File: config.mk
export PLATFORM = sky130hd
export DESIGN_NAME = uart_tx_arbiter
export DESIGN_NICKNAME = d
export VERILOG_FILES = /design/src/rtl/uart_arb_pkg.sv /design/src/rtl/rr_arbiter.sv /design/src/rtl/uart_tx_arbiter.sv
export SDC_FILE = /design/constraint.sdc
export NUM_CORES = 1
export LEC_CHECK = 0
export CAP_MARGIN = 20
export CORE_MARGIN = 1
export CORE_UTILIZATION = 40
export CTS_CLUSTER_SIZE = 20
export DETAILED_ROUTE_END_ITERATION = 7
export PLACE_DENSITY = 0.72
export REMOVE_ABC_BUFFERS = 1
export SKIP_CTS_REPAIR_TIMING = 1
export SYNTH_ARGS = -nofsm -noshare
export SYNTH_HDL_FRONTEND = slang
export SYNTH_SLANG_ARGS = --single-unit
export TNS_END_PERCENT = 30
File: constraint.sdc
create_clock -name clk -period 4 [get_ports clk]
set_input_delay 0.4 -clock clk [delete_from_list [all_inputs] [get_ports clk]]
set_output_delay 0.4 -clock clk [all_outputs]
set_load 0.01 [all_outputs]
File: src/rtl/uart_arb_pkg.sv
// Shared types and constants for the UART transmit arbiter: FSM state
// encoding, the default event header base, and the index-width helper.
package uart_arb_pkg;

  localparam logic [7:0] EVT_HDR_BASE_DEF = 8'hE0;

  typedef enum logic [2:0] {
    IDLE          = 3'd0,
    REG_WAIT      = 3'd1,
    EVT_HDR       = 3'd2,
    EVT_HDR_WAIT  = 3'd3,
    EVT_DATA      = 3'd4,
    EVT_DATA_WAIT = 3'd5
  } state_t;

  // Width of a source index; a single source still needs a 1-bit index.
  function automatic int idx_w(input int n);
    return (n > 1) ? $clog2(n) : 1;
  endfunction

endpackage

File: src/rtl/rr_arbiter.sv
// Round-robin selector: picks the first asserted request at or after ptr,
// wrapping modulo N. Purely combinational; the caller owns the pointer.
module rr_arbiter
  import uart_arb_pkg::*;
#(
  parameter int N = 2,
  localparam int IW = idx_w(N)
) (
  input  logic [N-1:0]  req,
  input  logic [IW-1:0] ptr,
  output logic [N-1:0]  grant,
  output logic [IW-1:0] index,
  output logic          valid
);

  // Scan from farthest to nearest so the request closest to ptr wins.
  always_comb begin
    logic [IW:0] j;
    // NOTE: every output gets a default before the loop so no path leaves
    // one unassigned, which would otherwise infer a latch.
    grant = '0;
    index = '0;
    valid = 1'b0;
    j     = '0;
    for (int k = N - 1; k >= 0; k--) begin
      j = {1'b0, ptr} + (IW + 1)'(k);
      if (j >= (IW + 1)'(N)) j = j - (IW + 1)'(N);
      if (req[j[IW-1:0]]) begin
        grant             = '0;
        grant[j[IW-1:0]]  = 1'b1;
        index             = j[IW-1:0];
        valid             = 1'b1;
      end
    end
  end

endmodule

File: src/rtl/uart_tx_arbiter.sv
// Shares one UART transmitter between the regmap byte interface (strict
// priority) and NUM_EVT event sources. An event is sent as a header byte
// (EVT_HDR_BASE | index) followed by its payload, back-to-back.
module uart_tx_arbiter
  import uart_arb_pkg::*;
#(
  parameter int          NUM_EVT      = 2,
  parameter logic [7:0]  EVT_HDR_BASE = EVT_HDR_BASE_DEF
) (
  input  logic                 clk,
  input  logic                 rst,
  input  logic                 regmap_tx_trig,
  input  logic [7:0]           regmap_tx_data,
  input  logic                 regmap_busy,
  output logic                 arb_bsy,
  input  logic [NUM_EVT-1:0]   evt_req,
  input  logic [NUM_EVT*8-1:0] evt_data,
  output logic [NUM_EVT-1:0]   evt_ack,
  input  logic                 tx_bsy,
  output logic                 tx_trig,
  output logic [7:0]           tx_data,
  output logic                 ovf_err
);

  localparam int             IW       = idx_w(NUM_EVT);
  localparam logic [IW-1:0]  LAST_IDX = IW'(NUM_EVT - 1);

  state_t          state;
  logic            guard;     // first cycle of a *_WAIT state: UART may not yet show busy
  logic [IW-1:0]   rr_ptr;
  logic [IW-1:0]   cur_idx;   // source being served, for the header byte
  logic [7:0]      payload;

  logic [NUM_EVT-1:0] arb_grant;
  logic [IW-1:0]      arb_index;
  logic               arb_valid;
  logic [7:0]         evt_bytes [NUM_EVT];

  logic reg_accept;
  logic evt_grant;
  logic wait_done;

  for (genvar i = 0; i < NUM_EVT; i++) begin : g_unpack
    assign evt_bytes[i] = evt_data[8*i +: 8];
  end

  rr_arbiter #(.N(NUM_EVT)) u_rr (
    .req   (evt_req),
    .ptr   (rr_ptr),
    .grant (arb_grant),
    .index (arb_index),
    .valid (arb_valid)
  );

  assign arb_bsy    = (state != IDLE) | tx_bsy;
  assign reg_accept = (state == IDLE) & regmap_tx_trig & ~tx_bsy;
  assign evt_grant  = (state == IDLE) & ~regmap_tx_trig & ~regmap_busy & ~tx_bsy & arb_valid;
  assign wait_done  = ~guard & ~tx_bsy;

  // Arbitration FSM, byte launch, ack pulses and sticky overflow flag.
  always_ff @(posedge clk) begin
    // NOTE: all state here uses non-blocking assignments so every register
    // samples the pre-edge values, independent of statement order.
    if (rst) begin
      state   <= IDLE;
      guard   <= 1'b0;
      tx_trig <= 1'b0;
      tx_data <= '0;
      evt_ack <= '0;
      ovf_err <= 1'b0;
      rr_ptr  <= '0;
      cur_idx <= '0;
      payload <= '0;
    end else begin
      tx_trig <= 1'b0;
      evt_ack <= '0;
      guard   <= 1'b0;
      if (regmap_tx_trig && !reg_accept) ovf_err <= 1'b1;

      case (state)
        IDLE: begin
          if (reg_accept) begin
            tx_data <= regmap_tx_data;
            tx_trig <= 1'b1;
            guard   <= 1'b1;
            state   <= REG_WAIT;
          end else if (evt_grant) begin
            payload <= evt_bytes[arb_index];
            evt_ack <= arb_grant;
            cur_idx <= arb_index;
            rr_ptr  <= (arb_index == LAST_IDX) ? '0 : arb_index + IW'(1);
            state   <= EVT_HDR;
          end
        end
        REG_WAIT: begin
          if (wait_done) state <= IDLE;
        end
        EVT_HDR: begin
          tx_data <= EVT_HDR_BASE | 8'(cur_idx);
          tx_trig <= 1'b1;
          guard   <= 1'b1;
          state   <= EVT_HDR_WAIT;
        end
        EVT_HDR_WAIT: begin
          if (wait_done) state <= EVT_DATA;
        end
        EVT_DATA: begin
          tx_data <= payload;
          tx_trig <= 1'b1;
          guard   <= 1'b1;
          state   <= EVT_DATA_WAIT;
        end
        EVT_DATA_WAIT: begin
          if (wait_done) state <= IDLE;
        end
        default: state <= IDLE;
      endcase
    end
  end

endmodule

==> run metrics, run 1 <==
status finished clean; crit-path max cell delay 0.61 ns; Layout Nets 200; count leader, synth dfxtp_1; CP Max Fanout 20; I/O Buffers 43; Max-cap violations 0; synthesis-to-layout area growth 40.85%; Die Area 0.003002 mm2; HPWL after detailed placement 2010 um; pin count of the biggest net entering global routing 26; Die H 54.79 um; via count 1067; Netlist Area Pre-Place 0.001115 mm2; Synth Flop Type dfxtp_1; Synth area leaders dfxtp_1 45%, a211oi_1 8.1%, nor2_1 8.1%; Synth Instances 130; critical-path cell list or4_4 -> clkdlybuf4s50_1; Hold Crit Class flip-flop to flip-flop; Commonest cells post-synth 25 x dfxtp_1, 24 x nor2_1, 15 x a21oi_1, 12 x a211oi_1, 9 x nand3_1; TritonCTS clock tree yes; initial antenna violation count 0; Die Wd 54.79 um; LEAKAGE 0.5342 nW; GRT Util Overall 19.62%; Routed Antenna Nets 0; worst path arrival time 2.02 ns; sequential cell area fraction in the yosys report 44.89%; Core ar. 0.002545 mm2; final setup fails 0; TNS Setup 0 ns; Reg clk slew, reported paths 0.14 ns; Crit. End Element primary output; Clock Skew 0.009180 ns; Post-Place Setup Slack 1.717 ns; area leader, netlist dfxtp_1; routability cong. 0.7707; vias per cell 5.389; post-route worst setup slack 1.583 ns; clk_lat worst skew 0.32 ns; syn_area_per_cell 8.576 um2; # rows 18; critical path startpoint category flip-flop; final hold vios 0; Slew HR 40.41%; worst-margin pin slew 0.8910 ns; DRT iter0 DRCs 16; Wirelength per Cell 13.38 um; DRT Pass-1 Iters 4; Max Slew Vio Count 0; Final min period 2.417 ns; post-synthesis register bit count 25; first-pass GRT wire length 4209 um; Placed Instance Area 0.001544 mm2; Max Clk Rate 413.7 MHz; Initial Util 43.81%; CTS Buf Count 3; crit path kind flip-flop to primary output; DRC violations left 0; fin area 0.001570 mm2; Remaining Overflow, GRT 0; drt total wl 2649 um; unrepaired setup endpoints after global routing no; share of layout cells above drive strength 1 7.143%; post-synth top area share 44.89%; Post-Place Cells 194; Worst VDD drop 0.0002327 V; IO Count 44; Yosys cell types 25; CP max-delay cell or4_4; Cell Pwr Density 311.4 mW/mm2; CP Buf/Inv Count 1; number of flops mapped to enable cells by yosys 0; vias in the first global route 981; Crit path required time 3.60 ns; htree depth 1; clk buf depth 2; Final Non-Filler Cells 198; antenna cells 0; Async S/R FF share, synth 0%; CTS sink cnt 25; CTS root buffer clkbuf_4; Period Utilization, post-route 60.42%; Synth warnings 0; CP delay by family, top simple AND/OR/NAND/NOR gates
==> report_power, final <==
group	internal (mW)	switching (mW)	total [mW]
clock network	0.0390	0.0733	0.112
registers	0.263	0.00971	0.272
logic	0.0605	0.0438	0.104
total	0.362	0.127	0.489
==> flip-flops by register name (all words and copies together) (netlist names) <==
register,flops
payload,8
cur_idx,1
ovf_err,1
state,3
tx_data,8
rr_ptr,1
guard,1
evt_ack,2
==> worst min-delay path, stage by stage (launching register included) <==
cell and delay, ns:
dfxtp_1 0.34, nand2_1 0.05, a21oi_1 0.05
==> path summary, 6_finish.rpt <==
| path | start | endpoint | slack [ns] | depth (start not counted) |
|---|---|---|---|---|
| worst max-delay path | state[2] | arb_bsy | 1.58 | 2 |
| worst min-delay path | cur_idx | cur_idx | 0.48 | 2 |
| worst max register to register | state[2] | payload[5] | 1.83 | 4 |
| worst min register to register | cur_idx | cur_idx | 0.48 | 2 |
==> cells by family (layout without fill, tap and decap cells) <==
kind of cell | after synthesis | count (layout) | synth area share, %
buffers and inverters | 10 | 48 | 4.152
AND/OR/NAND/NOR | 54 | 54 | 24.58
multiplexers | 7 | 7 | 6.734
flip-flops | 25 | 25 | 44.89
AO/OA/AOI/OAI | 34 | 34 | 19.64
==> cells in the final DEF, fill, tap and decap left out, types with 2 or more instances in the layout <==
master            n
nand3_1           9
nor3_1            3
clkdlybuf4s50_1  43
dfxtp_1          25
nor2_1           24
a21oi_1          15
nand2_1           5
or4_4             2
clkbuf_4          3
mux2i_1           3
mux2_2            4
a211oi_1         12
a22oi_1           4
nand3b_1          3
nor4_1            2
==> through the flow <==
stage | total power, mW | utilization (%) | hold WS [ns]
6_report | 0.4890 | 61.70 | 0.4765
5_1_grt | 0.5143 | 61.70 | 0.5057
4_1_cts | 0.4926 | 61.70 | 0.4767
3_5_place_dp | 0.3825 | 60.67 | 0.4589
3_3_place_gp | 0.3795 | 60.67 | 0.4558
2_1_floorplan | 0.3192 | - | 0.4305
==> area by class of cell <==
class                      instances  area (um2)
fill                             232       974.7
timing repair buffer              44       437.9
multi-input combinational         95       568.0
clock buffer                       4       26.28
sequential                        25       500.5
tap                               30       37.54
==> routing by layer <==
| metal | track usage [%] | up-vias | wire (um) |
|---|---|---|---|
| met2 | 33.53 | 33 | 1204 |
| met3 | 5.000 | 2 | 121 |
| met4 | 3.846 | 0 | 15 |
| li1 | - | 546 | - |
| met1 | 24.54 | 486 | 1308 |
| met5 | 0 | - | 0 |
Power figures use the tool's default switching activity.
==> run 2, diff against run 1 <==
Clock period 4 ns to 2.3 ns, I/O delays scaled along.
==> run 2 against run 1 <==
Worst hold slack got worse by 0.0043 ns; cell count increased by 2.0%; sequential share of layout area is 0.60 points lower; sequential cell count did not move; register-to-register slack got worse by 1.5 ns; first-iteration DRC count shrank 50%; core utilization up 1.2 points; critical endpoint unchanged.
==> run metrics, run 2 (synthesis results as in run 1) <==
final hold vios 0; antenna cells 0; status finished clean; Crit path required time 2.07 ns; first-pass GRT wire length 4071 um; CP delay by family, top simple AND/OR/NAND/NOR gates; CTS Buf Count 3; Reg clk slew, reported paths 0.13 ns; crit-path max cell delay 0.58 ns; most common cell after layout, fill and taps aside clkdlybuf4s50_1; drt total wl 2601 um; Routed Antenna Nets 0; Worst VDD drop 0.0003672 V; vias in the first global route 934; CP max-delay cell or4_4; crit path launch state[1]; origin of the critical flop-to-flop path state[1]; DRC violations left 0; Post-Place Setup Slack 0.2224 ns; worst path arrival time 1.84 ns; Die Area 0.003002 mm2; CP Max Fanout 13; LEAKAGE 0.5537 nW; TritonCTS clock tree yes; reg2reg end payload[4]; I/O Buffers 43; Initial Util 43.81%; via count 1066; Final min period 2.067 ns; initial antenna violation count 0; clk buf depth 2; Die H 54.79 um; Wirelength per Cell 12.88 um; synthesis-to-layout area growth 43.55%; Tot Pwr 0.8502 mW; min-delay src cur_idx; worst-case reg-to-reg path depth 4; htree depth 1; Period Utilization, post-route 89.87%; clk_lat worst skew 0.31 ns; Cell Pwr Density 531.3 mW/mm2; critical-path cell list or4_4 -> clkdlybuf4s50_1; Die Wd 54.79 um; DRT iter0 DRCs 8; critical path startpoint category flip-flop; post-route worst setup slack 0.2329 ns; number of cells on the critical path 2; flop2flop setup slack 0.33 ns; Hold EP cur_idx; routability cong. 0.8021; HPWL after detailed placement 2018 um; worst-margin pin slew 0.4430 ns; IO Count 44; Core ar. 0.002545 mm2; Remaining Overflow, GRT 0; Max Slew Vio Count 0; most frequent cells in the layout 43 x clkdlybuf4s50_1, 25 x dfxtp_1, 24 x nor2_1; Layout fillers 238; share of layout cells above drive strength 1 9.302%; final setup fails 0; Layout Nets 204; Max Clk Rate 483.8 MHz; vias per cell 5.277; GRT Util Overall 19.18%; DRT Pass-1 Iters 4; Slew HR 70.22%; Hold Crit Depth 2; biggest registers after layout payload: 8 flops, tx_data: 8 flops, state: 3 flops; # rows 18; CTS sink cnt 25; Crit. End Element primary output; Clock Skew 0.001762 ns; CTS root buffer clkbuf_4; pin count of the biggest net entering global routing 26; Hold Crit Class flip-flop to flip-flop; CP Buf/Inv Count 1; Max-cap violations 0; crit path kind flip-flop to primary output; unrepaired setup endpoints after global routing no
==> run 2: worst max-delay path by stage <==
| stage | end | slack (ns) |
|---|---|---|
| 6_report | arb_bsy | 0.23 |
| 5_1_grt | arb_bsy | 0.16 |
| 4_1_cts | arb_bsy | 0.22 |
| 3_5_place_dp | payload[4] | 0.22 |
| 3_3_place_gp | payload[3] | 0.24 |
| 2_1_floorplan | rr_ptr | -0.14 |
==> run 2: cell type report <==
cell class	instances	area, um2	share of cell area (%)
multi-input cells	95	568.0	35.50
flip-flops and latches	25	500.5	31.27
repair buffers	48	467.9	29.24
well taps	30	37.54	2.346
clock buffers	4	26.28	1.642
==> run 2: power breakdown <==
group          leakage (nW)  total, mW  switching [mW]  internal, mW
Clock                0.0150      0.192           0.124        0.0677
Combinational         0.335      0.186          0.0761         0.110
Sequential            0.204      0.473          0.0160         0.457
==> run 2: routing by layer <==
metal	global-route usage, %	share of wire, %	vias up
li1	-	-	562
met1	24.13	48	471
met2	32.53	46	29
met3	2.500	4.4	4
met4	7.692	1.4	0
met5	0	0	-
==> run 2: tightest hold or removal path, delay by kind of cell (launching register included) <==
kind / cells / cell delay, ns
simple gates: 1 / 0.05
compound gates: 1 / 0.05
flops: 1 / 0.34
==> run 2: through the flow <==
step           instances  hold slack [ns]  instance area [um2]  util, %  setup TNS (ns)
5_1_grt              202           0.4901                 1600    62.88               0
2_1_floorplan        120           0.2991                 1069        -         -0.4219
3_5_place_dp         198           0.4540                 1574    61.85               0
3_3_place_gp         198           0.4535                 1574    61.85               0
4_1_cts              202           0.4724                 1600    62.88               0
6_report             202           0.4722                 1600    62.88               0
